### src/rtl/mac_pkg.sv
// Shared constants and FSM state type for the MAC operand feeder.
package mac_pkg;

  localparam int unsigned MAC_DATA_W   = 8;
  localparam int unsigned MAC_ACC_W    = 16;
  localparam int unsigned DRAIN_CYCLES = 2;

  typedef enum logic [1:0] {
    IDLE,
    CLR,
    STREAM,
    DRAIN
  } feeder_state_t;

endpackage

### src/rtl/mac_operand_ram.sv
// Two-bank DEPTH x 8 operand register file: one banked write port,
// combinational reads of both banks on a shared index, async clear.
module mac_operand_ram
  import mac_pkg::*;
#(
  parameter int unsigned DEPTH = 16,
  parameter int unsigned AW    = $clog2(DEPTH)
) (
  input  logic                         clk_i,
  input  logic                         rst_n_i,
  input  logic                         wr_en_i,
  input  logic                         wr_sel_i,
  input  logic [AW-1:0]                wr_addr_i,
  input  logic signed [MAC_DATA_W-1:0] wr_data_i,
  input  logic [AW-1:0]                rd_idx_i,
  output logic signed [MAC_DATA_W-1:0] rd_a_o,
  output logic signed [MAC_DATA_W-1:0] rd_b_o
);

  logic signed [MAC_DATA_W-1:0] bank_a_q [DEPTH];
  logic signed [MAC_DATA_W-1:0] bank_b_q [DEPTH];

  always_ff @(posedge clk_i or negedge rst_n_i) begin
    if (!rst_n_i) begin
      for (int unsigned i = 0; i < DEPTH; i++) begin
        bank_a_q[i] <= '0;
        bank_b_q[i] <= '0;
      end
    end else if (wr_en_i) begin
      if (wr_sel_i) bank_b_q[wr_addr_i] <= wr_data_i;
      else          bank_a_q[wr_addr_i] <= wr_data_i;
    end
  end

  assign rd_a_o = bank_a_q[rd_idx_i];
  assign rd_b_o = bank_b_q[rd_idx_i];

endmodule

### src/rtl/mac_vector_feeder.sv
// Operand sequencer for part2_mac: clears the MAC, streams len pairs, pulses done
// when f is final. MAC_FEEDER_ZERO_SKIP_EN suppresses valid for zero operands.
module mac_vector_feeder
  import mac_pkg::*;
#(
  parameter int unsigned DEPTH = 16,
  parameter int unsigned AW    = $clog2(DEPTH)
) (
  input  logic                         clk,
  input  logic                         reset,
  input  logic                         ld_en,
  input  logic                         ld_sel,
  input  logic [AW-1:0]                ld_addr,
  input  logic signed [MAC_DATA_W-1:0] ld_data,
  input  logic                         start,
  input  logic [AW:0]                  len,
  output logic signed [MAC_DATA_W-1:0] a,
  output logic signed [MAC_DATA_W-1:0] b,
  output logic                         valid_out,
  output logic                         mac_clr,
  output logic                         busy,
  output logic                         done
);

  localparam logic [AW:0] DEPTH_L    = (AW+1)'(DEPTH);
  localparam logic [1:0]  DRAIN_LAST = 2'(DRAIN_CYCLES - 1);

  feeder_state_t                state_q;
  logic [AW:0]                  len_q;
  logic [AW:0]                  idx_q;
  logic [1:0]                   drain_q;
  logic signed [MAC_DATA_W-1:0] a_q, b_q;
  logic                         valid_q, mac_clr_q, busy_q, done_q;

  logic                         wr_en;
  logic [AW:0]                  len_sat;
  logic signed [MAC_DATA_W-1:0] rd_a, rd_b;
  logic                         elem_ok;

  // The done cycle is already IDLE, so writes are additionally masked by done_q.
  assign wr_en   = ld_en && (state_q == IDLE) && !done_q && ({1'b0, ld_addr} < DEPTH_L);
  assign len_sat = (len > DEPTH_L) ? DEPTH_L : len;

  mac_operand_ram #(
    .DEPTH (DEPTH),
    .AW    (AW)
  ) u_ram (
    .clk_i     (clk),
    .rst_n_i   (reset),
    .wr_en_i   (wr_en),
    .wr_sel_i  (ld_sel),
    .wr_addr_i (ld_addr),
    .wr_data_i (ld_data),
    .rd_idx_i  (idx_q[AW-1:0]),
    .rd_a_o    (rd_a),
    .rd_b_o    (rd_b)
  );

`ifdef MAC_FEEDER_ZERO_SKIP_EN
  assign elem_ok = (rd_a != '0) && (rd_b != '0);
`else
  assign elem_ok = 1'b1;
`endif

  // CLR and STREAM share the presentation step so element 0 appears right after CLR.
  always_ff @(posedge clk or negedge reset) begin
    if (!reset) begin
      state_q   <= IDLE;
      len_q     <= '0;
      idx_q     <= '0;
      drain_q   <= '0;
      a_q       <= '0;
      b_q       <= '0;
      valid_q   <= 1'b0;
      mac_clr_q <= 1'b0;
      busy_q    <= 1'b0;
      done_q    <= 1'b0;
    end else begin
      valid_q   <= 1'b0;
      mac_clr_q <= 1'b0;
      done_q    <= 1'b0;
      case (state_q)
        IDLE: begin
          if (start) begin
            len_q     <= len_sat;
            idx_q     <= '0;
            mac_clr_q <= 1'b1;
            busy_q    <= 1'b1;
            state_q   <= CLR;
          end
        end
        CLR, STREAM: begin
          if (idx_q < len_q) begin
            if (elem_ok) begin
              a_q     <= rd_a;
              b_q     <= rd_b;
              valid_q <= 1'b1;
            end
            idx_q   <= idx_q + 1'b1;
            state_q <= STREAM;
          end else begin
            drain_q <= '0;
            state_q <= DRAIN;
          end
        end
        DRAIN: begin
          if (drain_q == DRAIN_LAST) begin
            busy_q  <= 1'b0;
            done_q  <= 1'b1;
            state_q <= IDLE;
          end else begin
            drain_q <= drain_q + 1'b1;
          end
        end
        default: state_q <= IDLE;
      endcase
    end
  end

  assign a         = a_q;
  assign b         = b_q;
  assign valid_out = valid_q;
  assign mac_clr   = mac_clr_q;
  assign busy      = busy_q;
  assign done      = done_q;

endmodule

### config.mk
export PLATFORM = sky130hd
export DESIGN_NAME = mac_vector_feeder
export DESIGN_NICKNAME = d
export VERILOG_FILES = /design/src/rtl/mac_pkg.sv /design/src/rtl/mac_operand_ram.sv /design/src/rtl/mac_vector_feeder.sv
export SDC_FILE = /design/constraint.sdc
export NUM_CORES = 1
export LEC_CHECK = 0
export CAP_MARGIN = 20
export CORE_MARGIN = 2
export CORE_UTILIZATION = 45
export CTS_BUF_LIST = sky130_fd_sc_hd__clkbuf_8 sky130_fd_sc_hd__clkbuf_16
export DETAILED_ROUTE_END_ITERATION = 8
export GPL_ROUTABILITY_DRIVEN = 0
export PLACE_DENSITY = 0.71
export SLEW_MARGIN = 25
export SYNTH_ARGS = -nofsm -noshare
export SYNTH_HDL_FRONTEND = slang
export SYNTH_SLANG_ARGS = --single-unit
### constraint.sdc
create_clock -name clk -period 2 [get_ports clk]
set_input_delay 0.6 -clock clk [delete_from_list [all_inputs] [get_ports clk]]
set_output_delay 0.6 -clock clk [all_outputs]
set_load 0.02 [all_outputs]
After elaboration in Yosys (flattened, before gate mapping)
Index checks and enable logic that the tools add are counted.

$add $sub $neg: 2. Order comparisons: 5. Equality and inequality tests: 9. Multiplexer cells: 30. Bitwise operators: 3. Reductions and logical operators: 17.

Operators with widths (count): $bwmux W128 (2); $bmux W8 S4 (2); $mux W8 (5); $demux W8 S4 (1); $mux W5 (3); $ge A5 B5 Y1 const B (2); $ne A2 B2 Y1 const B (5); $not A4 Y5 (2); $pmux W5 S2 (1); $reduce_and A2 Y1 (5); $mux W1 (9); $reduce_and A3 Y1 (3); $mux W2 (4); $pmux W2 S3 (1); $reduce_bool A2 Y1 (3); $add A5 B1 Y5 const B (1); $gt A5 B5 Y1 const B (1); $lt A5 B1 Y1 const B (1); $lt A5 B5 Y1 (1); $eq A2 B1 Y1 const B (2); $eq A2 B2 Y1 const B (2); $pmux W2 S2 (1); $logic_and A1 B1 Y1 (3); $add A2 B1 Y2 const B (1); 5 further kinds (5).

Register bits after elaboration: 290. Output and inout bits: 20. Logic and storage cells: 108.

Longest topological paths before layout
Gate-level depths: netlist of run 1.

Word-level depth: 6. Gate-level depth with buffers: 11.

Modules after synthesis
From an unflattened synthesis of run 1, not the netlist that was laid out.

Cells, all modules: 869. Area total of the unflattened synthesis: 13212.7 um^2.

Modules (own cells, without submodules): mac_operand_ram (instances 1, cells each 729, area each 11606.1 um^2, sequential area each 6406.1 um^2); mac_vector_feeder (instances 1, cells each 140, area each 1606.5 um^2, sequential area each 850.8 um^2).

Least setup slack after synthesis of run 1
No wires, ideal clock.

Path type: input -> register. Start: in ld_en. End: reg u_ram.bank_a_q[26] (netlist bit). Setup time: 0.128 ns. Arrival time: 2.008 ns. Slack: -0.135 ns. Stages: 7. Path buffers: 2. Path through: nor2b_2 > nand3b_2 > or2_1 > buf_2 > or3_1 > buf_2 > mux2_1.

Cells in the longest elaborated chain, start to end: 3.

Ends and longest elaborated chain: start: declaration (RTL line mac_vector_feeder.sv:11) `input logic ld_en,`; $logic_and A1 B1 Y1 (2 in a row) (RTL line mac_vector_feeder.sv:41) `assign wr_en = ld_en && (state_q == IDLE) && !done_q && ({1'b0, ld_addr} < DEPTH_L);`; $reduce_and A2 Y1 (no line); end signal: indexed assignment (RTL line mac_operand_ram.sv:31) `else bank_a_q[wr_addr_i] <= wr_data_i;`; end: declaration (RTL line mac_operand_ram.sv:20) `logic signed [MAC_DATA_W-1:0] bank_a_q [DEPTH];`.

Every way passes these cells. A chain may end at the register's enable or synchronous reset.

Worst setup path in the final report of run 1
Start: reg idx_q[0]. End: reg b_q[7], in the netlist b[7].

Cells in the longest elaborated chain, start to end: 4. Elaborated cells between the ends (all ways): 6. Classes of those cells: 1 x order compare; 3 x mux; 1 x bitwise; 1 x reduce/logical.

Ends and longest elaborated chain: start: declaration (RTL line mac_vector_feeder.sv:30) `logic [AW:0] idx_q;`; start signal: assignment (RTL line mac_vector_feeder.sv:99) `idx_q <= idx_q + 1'b1;`; $not A4 Y5 (not written as such) (RTL line mac_operand_ram.sv:36) `assign rd_b_o = bank_b_q[rd_idx_i];`; $bmux W8 S4 (RTL line mac_operand_ram.sv:36); $mux W8 (not written as such) (2 in a row) (RTL line mac_operand_ram.sv:36); end signal: assignment (RTL line mac_vector_feeder.sv:96) `b_q <= rd_b;`; end: declaration (RTL line mac_vector_feeder.sv:32) `logic signed [MAC_DATA_W-1:0] a_q, b_q;`.

Parallel ways exist; a longest one is shown, timed or not. The select of a mux whose other input is x is not followed.

==> run summary, run 1 <==
skew final = 0.0142 ns
Main synth FF type = dfrtp_1
clock network power share = 27.3%
Commonest cells post-synth = dfrtp_1, mux2_2, mux4_2
Num CTS Buffers = 30
IO Port Bufs = 41
reg2reg setup slack = -0.08 ns
# DRC = 0
antenna violations before repair = 1
most common cell in the netlist = dfrtp_1
post-route worst setup slack = -0.0849 ns
HP Start = b[2]$_DFFE_PN0P_
Min Hold Slack = 0.465 ns
Synth Cell Area = 13,300 um2
top cell type's share of synthesized area = 54.4%
cell row count = 63
Comb pwr share = 34.9%
Area Growth Syn to Fin = 23.4%
Min Clock Period, post-route = 2.08 ns
number of global-route vias before repair = 8,367
CP Launch Type = register
outcome = complete, but fails checks
Via Count = 7,845
CORE AREA = 29,400 um2
Nets = 1,031
vias per std cell = 5.55
library cells used by synthesis = 49
fin crit share = 104%
EDFF count, synth = 0
CP arrival = 2.53 ns
Slew Limit Fails = 0
Initial Util = 45.4%
first-pass GRT wire length = 47,900 um
Ys Warns = 0
final WL = 29,700 um
cell taking the most area after synthesis = dfrtp_1
Post-DP HPWL = 19,000 um
final hold violation count = 0
# IOs = 42
hold-critical path depth = 2
dominant cells by area after synthesis = dfrtp_1, mux2_2, mux4_2
post-route core utilization = 56.0%
sequential-to-total area share from yosys stat = 54.4%
routed len/inst = 21.0 um
layout cells sized above 1 = 52.6%
PD cells = 1320 nW/um2
Psw = 6640 uW
Avg Cell Area, Syn = 15.0 um2
Hold Path Class = reg2reg
H-tree depth = 1
# clock sinks = 290
Reg-to-Reg Start = idx_q[0]$_DFFE_PN0P_
Worst-Margin Slew = 0.427 ns
clk_lat worst skew = 0.56 ns
Antenna Violating Nets Remaining = 0
Die Width = 176 um
Post-synth ARST share = 100%
1st-iter DRT viols = 457
Final TNS setup = -0.797 ns
first drt pass iteration count = 5
r2r endpoint = b[7]$_DFFE_PN0P_
required time worst endpoint = 2.45 ns
RSZ-0062 raised after global routing = yes
Max Fclk = 480 MHz
switching share of power = 30.6%
Rel. slew slack = 71.5%
max-capacitance violation count = 0
Int Pwr = 15,100 uW
Clock Pin Slew Worst Setup and Hold Paths = 0.06 ns
die area = 31,100 um2
Leakage = 0.00779 uW
pin count of the biggest net entering global routing = 76
gr usage total = 19.8%
failing checks = setup timing
CP Max Fanout = 8
clock tree from TritonCTS = yes
FF-to-FF path depth = 6
maximum buffer depth of the clock tree = 3
Die Span Y = 176 um
Worst VDD drop = 0.000693 V
Syn Nets = 920
Yosys reg bits = 290
grt ovf = 0
final setup fails = 16
Hold Path Sink = b[2]$_DFFE_PN0P_
Critical Path Sink Type = register
Cells after Synth = 889
CTS root buf = clkbuf_16
pre-CTS WS = -0.597 ns
WS Path Type = reg2reg
Flop pwr share = 37.8%
layout by cell type, fill, tap and decap left out, drive strengths merged, types with 2 or more instances in the layout:
cell / count
dfrtp: 290
mux2: 256
buf: 99
mux4: 80
nand2: 78
clkbuf: 42
dlygate4sd2: 20
clkdlybuf4s50: 19
nor2: 18
inv: 16
o21ai: 12
nand3: 10
clkinv: 9
ha: 9
nor3: 7
nand2b: 6
nor2b: 5
nand3b: 5
bufinv: 4
and3: 4
a21oi: 3
mux2i: 3
and2: 2
clkinvlp: 2
nor3b: 2
nand4: 2
or2: 2
or3: 2
a2111oi: 2
or4: 2
sequential cells by signal, indices dropped and copies added, names as in the netlist:
| register | count |
|---|---|
| u_ram.bank_a_q | 128 |
| u_ram.bank_b_q | 128 |
| a | 8 |
| b | 8 |
| idx_q | 5 |
| len_q | 5 |
| drain_q | 2 |
| state_q | 2 |
| busy | 1 |
| done | 1 |
| mac_clr | 1 |
| valid_out | 1 |
routing by layer:
| layer | global-route usage (%) | part of all wire [%] | wire length, um |
|---|---|---|---|
| met4 | 4.55 | 1.9 | 566 |
| met2 | 32.3 | 48 | 14300 |
| met1 | 28.4 | 46 | 13600 |
| met3 | 2.82 | 4.0 | 1200 |
| met5 | 0 | 0 | 0 |
final cells by class:
| type | count | area [um2] |
|---|---|---|
| timing repair inverter | 1 | 7.51 |
| clock inverter | 15 | 171 |
| timing repair buffer | 142 | 1610 |
| tap | 390 | 488 |
| fill | 2272 | 12900 |
| clock buffer | 40 | 900 |
| multi-input combinational | 520 | 5960 |
| antenna | 1 | 2.50 |
| inverter | 15 | 60.1 |
| sequential | 290 | 7260 |
power by group through the flow:
stage / combinational [uW] / clock [uW] / sequential, uW
2_1_floorplan: 4560 / 0 / 8230
3_3_place_gp: 6770 / 0 / 8240
3_5_place_dp: 6900 / 0 / 8320
4_1_cts: 7340 / 6030 / 8170
5_1_grt: 8180 / 6290 / 8400
6_report: 7580 / 5930 / 8210
what timing repair did:
| item | CTS | global route |
|---|---|---|
| hold endpoints to repair | 25 | 0 |
| resized for setup | 53 | 26 |
| gates cloned | 2 | 2 |
| buffers inserted | 8 | 1 |
| setup endpoints to repair | 193 | 110 |
| hold buffers | 1 | 0 |
| pin swaps | 9 | 22 |
worst max-delay path, cell delays in order (launching register included):
cell and delay (ns):
dfrtp_4 0.44, buf_12 0.16, buf_16 0.15, mux4_2 0.55, mux4_2 0.53, nand2_1 0.08, nand2_1 0.04
how the worst max path moves through the flow:
stage | endpoint | startpoint | cells after the start | slack (ns)
after floorplan | u_ram.bank_a_q[26]$_DFFE_PN0P_ | ld_en | 7 | -0.08
after global placement | u_ram.bank_a_q[20]$_DFFE_PN0P_ | ld_en | 8 | -0.59
after detailed placement | u_ram.bank_a_q[20]$_DFFE_PN0P_ | ld_en | 8 | -0.60
after CTS | a[7]$_DFFE_PN0P_ | idx_q[0]$_DFFE_PN0P_ | 6 | -0.12
after global routing | b[7]$_DFFE_PN0P_ | idx_q[0]$_DFFE_PN0P_ | 6 | -0.13
final | b[7]$_DFFE_PN0P_ | idx_q[0]$_DFFE_PN0P_ | 6 | -0.08
kinds of logic (layout without fill, tap and decap cells):
family	Yosys count	in the layout	synth area share [%]
other	0	1	0
AO/OA/AOI/OAI	25	25	1.20
multiplexers	339	339	35.3
flip-flops	290	290	54.4
adder cells (fa/ha/maj)	9	9	0.844
buffers and inverters	79	213	2.72
AND/OR/NAND/NOR	147	147	5.56
through the flow:
step / total power (uW) / std cells / instance area, um2
2_1_floorplan: 12800 / 889 / 13500
3_3_place_gp: 15000 / 1345 / 15000
3_5_place_dp: 15200 / 1345 / 15000
4_1_cts: 21500 / 1411 / 16300
5_1_grt: 22900 / 1413 / 16500
6_report: 21700 / 1414 / 16500
(Power assumes the default switching activity.)
==> inputs of run 2 (changes only) <==
Settings changed: PLACE_DENSITY 0.71 to 0.69.
==> run summary, run 2 (synthesis results as in run 1) <==
H-tree depth = 1 (unchanged)
clock tree from TritonCTS = yes
fin crit share = 104% (+0.18 points)
Register Area = 7260 um2 (unchanged)
Via Count = 7,766 (-1.0%)
pre-CTS WS = -0.627 ns (-0.0302 ns)
commonest non-fill, non-tap cell in the layout = dfrtp_1
CP arrival = 2.52 ns (about the same)
Critical Path Sink Type = register
clk_lat worst skew = 0.53 ns (-0.03 ns)
most frequent cells in the layout = dfrtp_1, mux2_2, mux4_2, nand2_1, buf_4
# diodes = 0 (-1)
Final TNS setup = -0.990 ns (-0.193 ns)
final WL = 28,900 um (-2.6%)
Rel. slew slack = 70.7% (-0.83 points)
gr usage total = 19.3% (-0.53 points)
top flop regs = u_ram.bank_a_q x128, u_ram.bank_b_q x128
number of global-route vias before repair = 8,082 (-3.4%)
clock network power share = 25.0% (-2.3 points)
# IOs = 42 (unchanged)
final hold violation count = 0 (unchanged)
WS Path Type = reg2reg
IO Port Bufs = 41 (unchanged)
1st-iter DRT viols = 531 (+16%)
pin count of the biggest net entering global routing = 81 (+6.6%)
failing checks = setup timing
routed len/inst = 20.5 um (-2.2%)
final setup fails = 16 (unchanged)
# DRC = 0 (unchanged)
RSZ-0062 raised after global routing = yes
grt ovf = 0 (unchanged)
final cell count without fillers = 1,409 (-0.35%)
Psw = 6370 uW (-4.2%)
fin area = 16,200 um2 (-1.5%)
max-capacitance violation count = 0 (unchanged)
Slew Limit Fails = 0 (unchanged)
dpl cell area = 15,000 um2 (about the same)
required time worst endpoint = 2.43 ns (-0.02 ns)
Antenna Violating Nets Remaining = 0 (unchanged)
Min Clock Period, post-route = 2.09 ns (+0.00365 ns)
Worst-Margin Slew = 0.439 ns (+0.0125 ns)
skew final = 0.00881 ns (-0.00539 ns)
Hold Path Class = reg2reg
PD cells = 1280 nW/um2 (-2.7%)
die area = 31,100 um2 (unchanged)
layout cells sized above 1 = 50.9% (-1.7 points)
CP Launch Type = register
antenna violations before repair = 1 (unchanged)
Num CTS Buffers = 29 (-3.3%)
Comb pwr share = 35.6% (+0.7 points)
Int Pwr = 14,500 uW (-4.1%)
post-route worst setup slack = -0.0885 ns (-0.00365 ns)
CTS root buf = clkbuf_16
first drt pass iteration count = 5 (unchanged)
first-pass GRT wire length = 46,600 um (-2.7%)
Area Growth Syn to Fin = 21.6%
Worst VDD drop = 0.000705 V (+1.7%)
Post-DP HPWL = 18,900 um (-0.34%)
switching share of power = 30.6% (about the same)
outcome = complete, but fails checks
CORE AREA = 29,400 um2 (unchanged)
Clock Pin Slew Worst Setup and Hold Paths = 0.06 ns (about the same)
Flop pwr share = 39.3% (+1.5 points)
Cells after DPL = 1,346 (+0.074%)
maximum buffer depth of the clock tree = 3 (unchanged)
Max Fclk = 479 MHz (-0.17%)
Die Span Y = 176 um (unchanged)
# clock sinks = 290 (unchanged)
footprint of the multi-input gates = 5900 um2 (-1.0%)
cell row count = 63 (unchanged)
Initial Util = 45.4% (unchanged)
vias per std cell = 5.51 (-0.66%)
# fillers = 2,319 (+2.1%)
Die Width = 176 um (unchanged)
Leakage = 0.00771 uW (-1.1%)
CP Max Fanout = 8 (unchanged)
Nets = 1,031 (unchanged)
==> run 2: power by group through the flow <==
| stage | Combinational, uW | Clock (uW) | Sequential [uW] |
|---|---|---|---|
| finish | 7420 | 5220 | 8190 |
| global route | 8000 | 5600 | 8370 |
| CTS | 7210 | 5350 | 8170 |
| detailed placement | 6970 | 0 | 8280 |
| global placement | 6850 | 0 | 8220 |
| floorplan | 4560 | 0 | 8230 |
==> run 2: worst max-delay path, stage by stage, from the launching register on <==
cell     delay, ns
dfrtp_4       0.48
buf_12        0.15
buf_16        0.15
mux4_2        0.53
mux4_2        0.54
nand2_2       0.08
nand2_1       0.04
==> run 2: metrics by stage <==
stage               hold WS (ns)  power (uW)  utilization, %
floorplan                  0.304       12800               -
global placement           0.460       15100            51.2
detailed placement         0.463       15300            51.2
CTS                        0.474       20700            54.7
global route               0.500       22000            55.2
finish                     0.459       20800            55.2
==> run 2: layout make-up <==
cell class / instances / share of cell area [%]
sequential: 290 / 44.7
multi-input combinational: 520 / 36.4
timing repair buffer: 144 / 9.90
clock buffer: 31 / 4.64
tap: 390 / 3.01
clock inverter: 19 / 0.995
inverter: 15 / 0.347
==> run 2: what timing repair did <==
action                                 4_1_cts  5_1_grt
buffers inserted                             8        2
gates resized for setup                     33       30
endpoints found under the hold margin       22        0
gates cloned                                 1        1
hold buffers                                 1        0
setup endpoints to repair                  181       62
pin swaps                                    4       21
==> run 2: final timing paths <==
| check | startpoint | endpoint | slack (ns) | depth (start not counted) |
|---|---|---|---|---|
| worst max-delay path | idx_q[0]$_DFFE_PN0P_ | a[7]$_DFFE_PN0P_ | -0.09 | 6 |
| worst min-delay path | a[2]$_DFFE_PN0P_ | a[2]$_DFFE_PN0P_ | 0.46 | 2 |
| worst max register to register | idx_q[0]$_DFFE_PN0P_ | a[7]$_DFFE_PN0P_ | -0.09 | 6 |
| worst min register to register | a[2]$_DFFE_PN0P_ | a[2]$_DFFE_PN0P_ | 0.46 | 2 |
| max in group asynchronous | reset | u_ram.bank_b_q[61]$_DFFE_PN0P_ | 0.79 | 3 |
| min in group asynchronous | reset | u_ram.bank_a_q[94]$_DFFE_PN0P_ | 0.51 | 2 |
==> run 2: per-layer routing <==
metal	GRT usage (%)	share of wire, %	vias to the layer above
met3	3.01	4.5	34
li1	-	-	3491
met4	4.24	1.6	2
met1	28.7	47	4108
met2	30.1	47	131
met5	0	0.062	-
==> inputs of run 3 (changes only) <==
--- a/constraint.sdc
+++ b/constraint.sdc
@@ -3,2 +3,2 @@
 set_output_delay 0.6 -clock clk [all_outputs]
-set_load 0.02 [all_outputs]
+set_load 0.05 [all_outputs]
==> run summary, run 3 (synthesis results as in run 1) <==
die area = 31,100 um2 (unchanged)
fin crit share = 105% (+0.39 points)
PD cells = 1330 nW/um2 (+3.5%)
CP max-delay cell = mux4_2
clock network power share = 25.1% (about the same)
final WL = 29,400 um (+1.6%)
Slew Limit Fails = 0 (unchanged)
Leakage = 0.00767 uW (-0.56%)
WS Path Type = reg2reg
Reg-to-Reg Start = idx_q[0]$_DFFE_PN0P_
outcome = complete, but fails checks
pin count of the biggest net entering global routing = 84 (+3.7%)
Area Growth Syn to Fin = 21.6% (about the same)
# DRC = 0 (unchanged)
fin area = 16,200 um2 (about the same)
maximum buffer depth of the clock tree = 3 (unchanged)
Clock Pin Slew Worst Setup and Hold Paths = 0.06 ns (about the same)
first drt pass iteration count = 4 (-1)
Rel. slew slack = 71.1% (+0.41 points)
Critical Path, Cell by Cell = buf_12, buf_12, mux4_2, mux4_2, nand2_2, nand2_1
Die Width = 176 um (unchanged)
# fillers = 2,311 (-0.34%)
antenna violations before repair = 0 (-1)
IO Port Bufs = 41 (unchanged)
Top delay family on crit path = multiplexers
vias per std cell = 5.51 (about the same)
Via Count = 7,787 (+0.27%)
skew final = 0.00867 ns (-0.000145 ns)
top flop regs = u_ram.bank_a_q x128, u_ram.bank_b_q x128
Post-DP HPWL = 19,600 um (+3.8%)
Worst VDD drop = 0.000702 V (-0.46%)
commonest non-fill, non-tap cell in the layout = dfrtp_1
dpl cell area = 15,000 um2 (-0.19%)
Hold Path Sink = b[7]$_DFFE_PN0P_
Hold Path Class = reg2reg
final setup fails = 16 (unchanged)
cell row count = 63 (unchanged)
clk_lat worst skew = 0.54 ns (about the same)
Initial Util = 45.4% (unchanged)
CTS root buf = clkbuf_16
failing checks = setup timing
clock tree from TritonCTS = yes
1st-iter DRT viols = 581 (+9.4%)
Psw = 6880 uW (+8.0%)
# diodes = 0 (unchanged)
gr usage total = 19.8% (+0.58 points)
Comb pwr share = 36.9% (+1.3 points)
first-pass GRT wire length = 48,000 um (+2.9%)
Design Power = 21,600 uW (+3.5%)
Worst-Margin Slew = 0.433 ns (-0.00619 ns)
r2r endpoint = a[7]$_DFFE_PN0P_
most frequent cells in the layout = dfrtp_1, mux2_2, buf_4, mux4_2, nand2_1
Min Hold Slack = 0.472 ns (+0.0132 ns)
HP Start = b[7]$_DFFE_PN0P_
number of global-route vias before repair = 8,254 (+2.1%)
Nets = 1,034 (+0.29%)
required time worst endpoint = 2.43 ns (about the same)
slowest stage delay, CP = 0.56 ns (+0.02 ns)
reg2reg setup slack = -0.1 ns (about the same)
Critical Path Sink Type = register
Die Span Y = 176 um (unchanged)
layout cells sized above 1 = 53.3% (+2.4 points)
FF-to-FF path depth = 6 (unchanged)
routed len/inst = 20.8 um (+1.4%)
Int Pwr = 14,700 uW (+1.5%)
Flop pwr share = 38.0% (-1.3 points)
Antenna Violating Nets Remaining = 0 (unchanged)
switching share of power = 31.9% (+1.3 points)
CP Max Fanout = 10 (+2)
post-route worst setup slack = -0.0963 ns (-0.00773 ns)
hold-critical path depth = 2 (unchanged)
final hold violation count = 0 (unchanged)
H-tree depth = 1 (unchanged)
Max Fclk = 477 MHz (-0.37%)
RSZ-0062 raised after global routing = yes
CP Launch Type = register
CP arrival = 2.53 ns (about the same)
Min Clock Period, post-route = 2.10 ns (+0.00773 ns)
Num CTS Buffers = 28 (-3.4%)
Final TNS setup = -0.986 ns (+0.00422 ns)
# clock sinks = 290 (unchanged)
grt ovf = 0 (unchanged)
max-capacitance violation count = 0 (unchanged)
CORE AREA = 29,400 um2 (unchanged)
critical path buffer and inverter count = 2 (unchanged)
# IOs = 42 (unchanged)
-- run 3: changes by cell type in the layout (fill, tap and decap cells not counted), sizes merged --
cell / before / now
inv: 23 / 19
clkinvlp: 1 / 0
buf: 102 / 127
dlygate4sd2: 21 / 1
clkbuf: 32 / 35
-- run 3: power groups by stage --
stage / Clock [uW] / Combinational (uW) / Sequential (uW)
2_1_floorplan: 0 / 4560 / 8620
3_5_place_dp: 0 / 7230 / 8320
5_1_grt: 5780 / 8570 / 8390
6_report: 5410 / 7950 / 8200
3_3_place_gp: 0 / 7090 / 8260
4_1_cts: 5520 / 7740 / 8190
-- run 3: cell type report --
class / count / area (um2) / share of cell area, %
Timing Repair Buffer: 148 / 1540 / 9.51
Multi-Input combinational cell: 520 / 5930 / 36.5
Clock inverter: 14 / 139 / 0.856
Inverter: 15 / 61.3 / 0.378
Tap cell: 390 / 488 / 3.01
Clock buffer: 35 / 808 / 4.98
Sequential cell: 290 / 7260 / 44.8
-- run 3: tightest hold or removal path, delay by kind of cell (launching register included) --
| kind | cells | cell delay, ns |
|---|---|---|
| flip-flops | 1 | 0.34 |
| AND/OR/NAND/NOR | 2 | 0.10 |
-- run 3: worst max-delay path by stage --
stage | start | end | slack (ns) | cells after the start
after global routing | idx_q[0]$_DFFE_PN0P_ | a[5]$_DFFE_PN0P_ | -0.16 | 6
after CTS | idx_q[0]$_DFFE_PN0P_ | a[7]$_DFFE_PN0P_ | -0.09 | 6
after detailed placement | ld_en | u_ram.bank_a_q[19]$_DFFE_PN0P_ | -0.64 | 8
after global placement | ld_en | u_ram.bank_a_q[29]$_DFFE_PN0P_ | -0.59 | 6
final | idx_q[0]$_DFFE_PN0P_ | a[7]$_DFFE_PN0P_ | -0.1 | 6
after floorplan | ld_en | u_ram.bank_a_q[26]$_DFFE_PN0P_ | -0.08 | 7
-- run 3: metrics by stage --
step / cells / utilization [%] / setup slack (ns)
floorplan: 889 / - / -0.0799
global placement: 1352 / 51.1 / -0.594
detailed placement: 1352 / 51.1 / -0.643
CTS: 1409 / 54.8 / -0.0865
global route: 1412 / 55.2 / -0.157
finish: 1412 / 55.2 / -0.0963
-- run 3: repair_timing --
action	in CTS	in global routing
hold endpoints to repair	18	0
hold buffers	1	0
setup buffers	8	3
pin swaps	10	7
setup endpoints to repair	199	50
gates cloned	0	0
gates resized for setup	28	20
-- run 3: layer usage --
| layer | global-route usage [%] | vias to the layer above | wire length, um |
|---|---|---|---|
| met2 | 31.6 | 129 | 13800 |
| met3 | 3.51 | 38 | 1420 |
| met1 | 28.7 | 4143 | 13500 |
| met5 | 0 | - | 0 |
| met4 | 4.55 | 0 | 552 |
| li1 | - | 3477 | - |
